===== config.mk =====
export PLATFORM = sky130hd
export DESIGN_NAME = frame_bit_timer_flat
export DESIGN_NICKNAME = d
export VERILOG_FILES = /design/src/rtl/frame_bit_timer_if.sv /design/src/rtl/frame_bit_timer.sv /design/src/flat_wrapper.sv
export SDC_FILE = /design/constraint.sdc
export NUM_CORES = 1
export LEC_CHECK = 0
export CORE_MARGIN = 1
export CORE_UTILIZATION = 45
export CTS_CLUSTER_SIZE = 30
export DETAILED_ROUTE_END_ITERATION = 7
export PLACE_DENSITY = 0.66
export SYNTH_ARGS = -nofsm -noshare
export SYNTH_HDL_FRONTEND = slang
export SYNTH_SLANG_ARGS = --single-unit
export TNS_END_PERCENT = 50

===== constraint.sdc =====
create_clock -name CLK -period 4.8 [get_ports CLK]
set_clock_uncertainty 0.05 [all_clocks]
set_input_delay 0.72 -clock CLK [delete_from_list [all_inputs] [get_ports CLK]]
set_output_delay 0.72 -clock CLK [all_outputs]
set_load 0.02 [all_outputs]

===== src/rtl/frame_bit_timer_if.sv =====
// Control/status bundle between the RX FSM (master) and frame_bit_timer (slave).
// FRAME_BIT_TIMER_RESYNC_EN adds the resync request line.
interface frame_bit_timer_if #(
  parameter int unsigned PRESCALE_W = 6,
  parameter int unsigned BIT_CNT_W  = 4
);
  logic                  enable;
  logic [PRESCALE_W-1:0] prescale;
  logic [BIT_CNT_W-1:0]  frame_bits;
`ifdef FRAME_BIT_TIMER_RESYNC_EN
  logic                  resync;
`endif
  logic [PRESCALE_W-1:0] edge_cnt;
  logic [BIT_CNT_W-1:0]  bit_cnt;
  logic                  bit_tick;
  logic                  sample_en;
  logic                  frame_done;
  logic                  busy;

  modport master (
`ifdef FRAME_BIT_TIMER_RESYNC_EN
    output resync,
`endif
    output enable, prescale, frame_bits,
    input  edge_cnt, bit_cnt, bit_tick, sample_en, frame_done, busy
  );

  modport slave (
`ifdef FRAME_BIT_TIMER_RESYNC_EN
    input  resync,
`endif
    input  enable, prescale, frame_bits,
    output edge_cnt, bit_cnt, bit_tick, sample_en, frame_done, busy
  );
endinterface


===== src/rtl/frame_bit_timer.sv =====
// Oversampling edge/bit counter with frame-boundary config latching and timing strobes.
// Define FRAME_BIT_TIMER_RESYNC_EN to enable edge-phase realignment via bus.resync.
module frame_bit_timer #(
  parameter int unsigned PRESCALE_W = 6,
  parameter int unsigned BIT_CNT_W  = 4
) (
  input logic            CLK,
  input logic            RST,
  frame_bit_timer_if.slave bus
);

  localparam logic [PRESCALE_W-1:0] P_MIN = PRESCALE_W'(4);
  localparam logic [BIT_CNT_W-1:0]  F_MIN = BIT_CNT_W'(2);
  localparam logic [PRESCALE_W-1:0] ONE_P = PRESCALE_W'(1);
  localparam logic [BIT_CNT_W-1:0]  ONE_B = BIT_CNT_W'(1);

  typedef enum logic [0:0] {
    IDLE = 1'b0,
    RUN  = 1'b1
  } state_e;

  state_e                state_q, state_d;
  logic [PRESCALE_W-1:0] edge_q, edge_d;
  logic [BIT_CNT_W-1:0]  bit_q, bit_d;
  logic [PRESCALE_W-1:0] p_q, p_d;
  logic [BIT_CNT_W-1:0]  f_q, f_d;

  logic [PRESCALE_W-1:0] p_eff;
  logic [BIT_CNT_W-1:0]  f_eff;
  logic [PRESCALE_W-1:0] mid;
  logic                  run;
  logic                  last_edge;
  logic                  last_bit;
  logic                  resync_req;

  // Clamp the raw configuration to the smallest usable bit/frame lengths
  assign p_eff = (bus.prescale   < P_MIN) ? P_MIN : bus.prescale;
  assign f_eff = (bus.frame_bits < F_MIN) ? F_MIN : bus.frame_bits;

  assign run       = (state_q == RUN);
  assign last_edge = (edge_q == (p_q - ONE_P));
  assign last_bit  = (bit_q == (f_q - ONE_B));
  assign mid       = p_q >> 1;

`ifdef FRAME_BIT_TIMER_RESYNC_EN
  assign resync_req = bus.resync;
`else
  assign resync_req = 1'b0;
`endif

  // Next-state and counter update
  always_comb begin
    state_d = state_q;
    edge_d  = edge_q;
    bit_d   = bit_q;
    p_d     = p_q;
    f_d     = f_q;
    unique case (state_q)
      IDLE: begin
        edge_d = '0;
        bit_d  = '0;
        if (bus.enable) begin
          p_d     = p_eff;
          f_d     = f_eff;
          state_d = RUN;
        end
      end
      RUN: begin
        if (!bus.enable) begin
          state_d = IDLE;
          edge_d  = '0;
          bit_d   = '0;
        end else if (last_edge) begin
          edge_d = '0;
          if (last_bit) begin
            bit_d = '0;
            p_d   = p_eff;
            f_d   = f_eff;
          end else begin
            bit_d = bit_q + ONE_B;
          end
        end else if (resync_req) begin
          edge_d = '0;
        end else begin
          edge_d = edge_q + ONE_P;
        end
      end
      default: state_d = IDLE;
    endcase
  end

  always_ff @(posedge CLK or negedge RST) begin
    if (!RST) begin
      state_q <= IDLE;
      edge_q  <= '0;
      bit_q   <= '0;
      p_q     <= P_MIN;
      f_q     <= F_MIN;
    end else begin
      state_q <= state_d;
      edge_q  <= edge_d;
      bit_q   <= bit_d;
      p_q     <= p_d;
      f_q     <= f_d;
    end
  end

  // Strobes decode the registered counters so they align with the visible count
  assign bus.edge_cnt   = edge_q;
  assign bus.bit_cnt    = bit_q;
  assign bus.busy       = run;
  assign bus.bit_tick   = run && last_edge;
  assign bus.frame_done = run && last_edge && last_bit;
  assign bus.sample_en  = run && ((edge_q == (mid - ONE_P)) ||
                                  (edge_q == mid) ||
                                  (edge_q == (mid + ONE_P)));

endmodule


===== src/flat_wrapper.sv =====
// flat-port wrapper written by rule: the top's interface ports become plain ports
module frame_bit_timer_flat 
#(
  parameter int unsigned PRESCALE_W = 6,
  parameter int unsigned BIT_CNT_W  = 4
)
  (CLK, RST, bus_enable, bus_prescale, bus_frame_bits, bus_edge_cnt, bus_bit_cnt, bus_bit_tick, bus_sample_en, bus_frame_done, bus_busy);
  frame_bit_timer_if #(.PRESCALE_W(PRESCALE_W), .BIT_CNT_W(BIT_CNT_W)) bus_i ();
  input logic CLK;
  input logic RST;
  input wire logic [$bits(bus_i.enable)-1:0] bus_enable;
  input wire logic [$bits(bus_i.prescale)-1:0] bus_prescale;
  input wire logic [$bits(bus_i.frame_bits)-1:0] bus_frame_bits;
  output wire logic [$bits(bus_i.edge_cnt)-1:0] bus_edge_cnt;
  output wire logic [$bits(bus_i.bit_cnt)-1:0] bus_bit_cnt;
  output wire logic [$bits(bus_i.bit_tick)-1:0] bus_bit_tick;
  output wire logic [$bits(bus_i.sample_en)-1:0] bus_sample_en;
  output wire logic [$bits(bus_i.frame_done)-1:0] bus_frame_done;
  output wire logic [$bits(bus_i.busy)-1:0] bus_busy;
  assign bus_i.enable = bus_enable;
  assign bus_i.prescale = bus_prescale;
  assign bus_i.frame_bits = bus_frame_bits;
  assign bus_edge_cnt = bus_i.edge_cnt;
  assign bus_bit_cnt = bus_i.bit_cnt;
  assign bus_bit_tick = bus_i.bit_tick;
  assign bus_sample_en = bus_i.sample_en;
  assign bus_frame_done = bus_i.frame_done;
  assign bus_busy = bus_i.busy;
  frame_bit_timer #(.PRESCALE_W(PRESCALE_W), .BIT_CNT_W(BIT_CNT_W)) u_core (.CLK(CLK), .RST(RST), .bus(bus_i));
endmodule

# --- Yosys cells after proc, flatten, opt, wreduce, memory -nomap -nowiden ---
# Index checks and enable logic that the tools add are counted.
totals:
  reg_bits: 21
  input_bits: 13
  output_inout_bits: 14
  word_cells: 50
classes:
  n_addsub: 6
  magnitude_cmp: 2
  n_eq_ne: 10
  mux: 20
  bitwise_logic: 1
  n_reduce_logical: 6
ops:
  columns: ["operator", "count"]
  rows:
  - ["$mux 6", 7]
  - ["$mux 4", 8]
  - ["$pmux 6 s2", 2]
  - ["$eq 6x6->1", 3]
  - ["$pmux 4 s2", 2]
  - ["$ne 2x2->1 const B", 4]
  - ["$add 5x1->6 const B", 1]
  - ["$add 6x1->6 const B", 1]
  - ["$eq 6x5->1", 1]
  - ["$lt 6x3->1 const B", 1]
  - ["$sub 5x1->6 const B", 1]
  - ["$sub 6x1->6 const B", 1]
  - ["$add 4x1->4 const B", 1]
  - ["$eq 4x4->1", 1]
  - ["$lt 4x2->1 const B", 1]
  - ["$reduce_and 4->1", 1]
  - ["$sub 4x1->4 const B", 1]
  - ["$logic_and 1x1->1", 3]
  - ["$ne 3x3->1 const B", 1]
  - ["$logic_or 1x1->1", 2]
  - ["$mux 1", 1]
  - ["$not 1->1", 1]

# --- Depth between registers and ports, before layout ---
logic_depth:
  word_depth: 6
  mapped_depth: 9
  ltp_nobuf: 7

# --- Least setup slack after synthesis ---
# Ideal clock, no wire load.
synth_path:
  kind: "register -> output"
  from: "register u_core.p_q[2]"
  to: "output bus_sample_en"
  t_arrival_ns: 2.126
  required_time_ns: 4.030
  path_slack_ns: 1.904
  path_stages_with_launch: 8
  n_path_buf: 1
  cell_sequence: "dfstp_2 > buf_2 > inv_1 > ha_1 > xor2_1 > or3b_2 > nor4_1 > o31a_1"
synth_between:
  elab_chain_cells: 5
  elab_cells_between_ends: 8
  classes_between: "add/sub: 2; eq/ne: 3; reduce/logical: 3"
synth_lines:
  columns: ["item", "line", "text"]
  rows:
  - ["start, declared", "frame_bit_timer.sv:25", "logic [PRESCALE_W-1:0] p_q, p_d;"]
  - ["start signal, assigned", "frame_bit_timer.sv:103", "p_q <= p_d;"]
  - ["$sub 5x1->6", "frame_bit_timer.sv:114", "assign bus.sample_en = run && ((edge_q == (mid - ONE_P)) ||"]
  - ["$eq 6x6->1", "frame_bit_timer.sv:114", null]
  - ["$logic_or 1x1->1", "frame_bit_timer.sv:114", null]
  - ["$logic_or 1x1->1 *", "frame_bit_timer.sv:115", "(edge_q == mid) ||"]
  - ["$logic_and 1x1->1 *", "frame_bit_timer.sv:114", null]
  - ["end, declared", "flat_wrapper.sv:17", "output wire logic [$bits(bus_i.sample_en)-1:0] bus_sample_en;"]
# Every way passes the cells marked *; elsewhere a longest branch is shown, timed or not.

# --- Worst setup path in the final report ---
# Same ends and word-level chain as after synthesis.

==> flow_metrics.py <==
metrics = {
    "grt": {
        "grt_pass1_wl_um": 8140,
        "grt_usage": 0.240,
        "grt_antenna_before_repair": 0,
        "overflow": 0,
        "grt_max_degree": 24,
        "grt_pass1_vias": 1685,
    },
    "sta": {
        "setup_tns_ns": 0,
        "whs_ns": 0.518,
        "relSlewSlack": 0.329,
        "finalCriticalPeriod_ns": 3.71,
        "worstMarginPinSlew_ns": 1.00,
        "setup_ws_ns": 1.09,
        "max_freq_mhz": 270,
        "finalMaxSlewViolations": 0,
        "hold_viol": 0,
        "setup_viol": 0,
        "rsz0062_at_grt": "no",
        "post-route-period-util": 0.772,
    },
    "place": {
        "placed_cells": 290,
        "dpl.hpwl_um": 3400,
        "port_buffers": 26,
        "place_area_um2": 2130,
        "place_ws_ns": 1.40,
        "gp_congestion": 0.883,
    },
    "setup_path": {
        "critPathLaunch": "u_core.p_q[2]$_DFFE_PN1P_",
        "worstSetupStartpointType": "register",
        "worstPathRequired_ns": 4.03,
        "crit_path_end_kind": "primary output",
        "arrival_ns": 2.94,
        "worstPathMaxFanout": 11,
        "crit_type": "register to primary output",
        "rr_startpoint": "u_core.p_q[1]$_DFFE_PN0P_",
    },
    "yosys": {
        "ys_ff_latch": 21,
        "yosys.area_share.simple": 0.252,
        "synth-compound-area-share": 0.255,
        "synth_fa_ha_area_frac": 0.0469,
        "yosys.area.top_type": "dfrtp_1",
        "synth_edf_count": 0,
        "avgSynthCellArea_um2": 8.19,
        "synth.top_cell.area_share": 0.255,
        "synth_top_family_by_area": "compound AO/OA/AOI/OAI gates",
        "synth-xor-area-share": 0.101,
        "seq_area_frac_synth": 0.283,
        "synthArstFlopShare": 1.00,
        "yosys_warnings": 0,
        "ys_top_cells_by_count": "19 x dfrtp_1, 19 x nand2_1, 14 x o211ai_1",
        "synth_ff_type": "dfrtp_1",
        "syn_area_um2": 1870,
        "yosysUniqueCellTypes": 44,
        "muxShareOfSynthArea": 0,
        "synth.area.top_cells": "dfrtp_1 25%, o211ai_1 5.6%, ha_1 4.7%",
        "syn_inst": 228,
        "synthesis.nets": 248,
    },
    "cells_and_area": {
        "drive_gt1_frac": 0.0574,
        "area_delta_synth_final_pct": 16.9,
        "nFillCells": 367,
        "instances_no_fill": 294,
        "final_design_area_no_fill_um2": 2180,
        "finalNetCount": 265,
        "final_core_util": 0.546,
        "diodes": 0,
    },
    "clocking": {
        "cts_tree": "yes",
        "clock-sinks": 21,
        "clockBufferDepth": 2,
        "hold_buffers": 0,
        "htreeDepth": 1,
        "postCtsSetupBuffers": 0,
        "clkSlewWorstSetupHoldPaths_ns": 0.09,
        "cts.repair.resized": 0,
        "numCtsBuffers": 3,
        "clk-insertion-delay-late_ns": 0.27,
        "ctsRootBufferMaster": "clkbuf_8",
    },
    "floorplanning": {
        "die_x_um": 66.4,
        "fp.coreArea_um2": 4000,
        "io_pins": 27,
        "std_cell_rows": 23,
        "die_h_um": 66.4,
        "die_area_um2": 4410,
        "initial_core_util": 0.467,
    },
    "drt": {
        "first_pass_iters": 5,
        "num_vias": 1806,
        "drtIter0Drc": 121,
        "postRouteAntennaNets": 0,
        "drt-total-wl_um": 4780,
        "route.detailed.drc": 0,
        "avgViaCountPerCell": 6.14,
        "wl_per_cell_um": 16.2,
    },
    "min_path": {
        "hold_class": "register to register",
        "holdCritStartpoint": "u_core.f_q[1]$_DFFE_PN1P_",
    },
    "power": {
        "irDropWorstVdd_mv": 0.114,
        "finalPower_mw": 0.450,
        "p_leak_nw": 0.840,
        "p_per_area_nw_per_um2": 206,
    },
    "outcome": {
        "status": "completed",
    },
    "flow_run": {
        "drv_cap": 0,
    },
}
[area by class of cell]
cell class / instances / area, µm² / area share
Multi-Input combinational cell: 179 / 1220 / 0.560
Sequential cell: 21 / 528 / 0.242
Clock buffer: 3 / 41.3 / 0.0189
Timing Repair Buffer: 28 / 275 / 0.126
Clock inverter: 1 / 7.51 / 0.00344
Inverter: 12 / 45.0 / 0.0206
Tap cell: 50 / 62.6 / 0.0287
[placed cells by master (no fill, tap or decap), types with 7 or more instances in the layout]
| master | Yosys | final |
|---|---|---|
| o211ai_1 | 14 | 14 |
| ha_1 | 7 | 7 |
| dfrtp_1 | 19 | 19 |
| nand2_1 | 19 | 19 |
| inv_1 | 12 | 12 |
| nand3_1 | 13 | 13 |
| nor2_1 | 11 | 11 |
| xnor2_1 | 10 | 10 |
| a31oi_1 | 13 | 13 |
| o22ai_1 | 9 | 9 |
| nor3_1 | 9 | 9 |
| or4_1 | 7 | 7 |
| xor2_1 | 9 | 9 |
| clkdlybuf4s50_1 | 0 | 26 |
| o21ai_0 | 7 | 7 |
[critical path: stages (launching register included)]
cell and delay (ns):
dfstp_2 0.67, inv_1 0.11, ha_1 0.30, xor2_1 0.18, or3b_2 0.48, nor4_1 0.18
o31a_1 0.16, clkdlybuf4s50_1 0.59
[power breakdown]
part	total (mW)	internal [mW]	switching, mW
Sequential	0.209	0.186	0.0224
Combinational	0.113	0.0544	0.0582
Clock	0.128	0.0589	0.0694
[sequential cells by signal (all words and copies together), names as in the netlist]
signal               flops
u_core.bus.bit_cnt       4
u_core.bus.busy          1
u_core.bus.edge_cnt      6
u_core.f_q               4
u_core.p_q               6
[layer usage]
layer,GRT usage,vias to the layer above,wire length (µm)
li1,-,892,-
met1,0.318,864,2270
met2,0.416,42,2290
met3,0.0241,8,160
met4,0.0532,0,53
met5,0,-,0
[cells by family (layout without fill, tap and decap cells)]
| group | count (synthesis) | count (layout) |
|---|---|---|
| adders and majority gates | 7 | 7 |
| DFF | 21 | 21 |
| AOI/OAI and AO/OA | 67 | 67 |
| and+or+nand+nor | 85 | 85 |
| buffers and inverters | 28 | 44 |
| xor gates and xnor gates | 20 | 20 |
[final timing paths]
path | to | depth (start not counted) | slack (ns)
min in group asynchronous | u_core.f_q[0]$_DFFE_PN0P_ | 1 | 0.94
min reg2reg | u_core.f_q[1]$_DFFE_PN1P_ | 2 | 0.52
min | u_core.f_q[1]$_DFFE_PN1P_ | 2 | 0.52
max | bus_sample_en | 7 | 1.09
max reg2reg | u_core.p_q[0]$_DFFE_PN0P_ | 7 | 2.07
max in group asynchronous | u_core.bus.edge_cnt[2]$_DFF_PN0_ | 1 | 3.15
(Power assumes the default switching activity.)
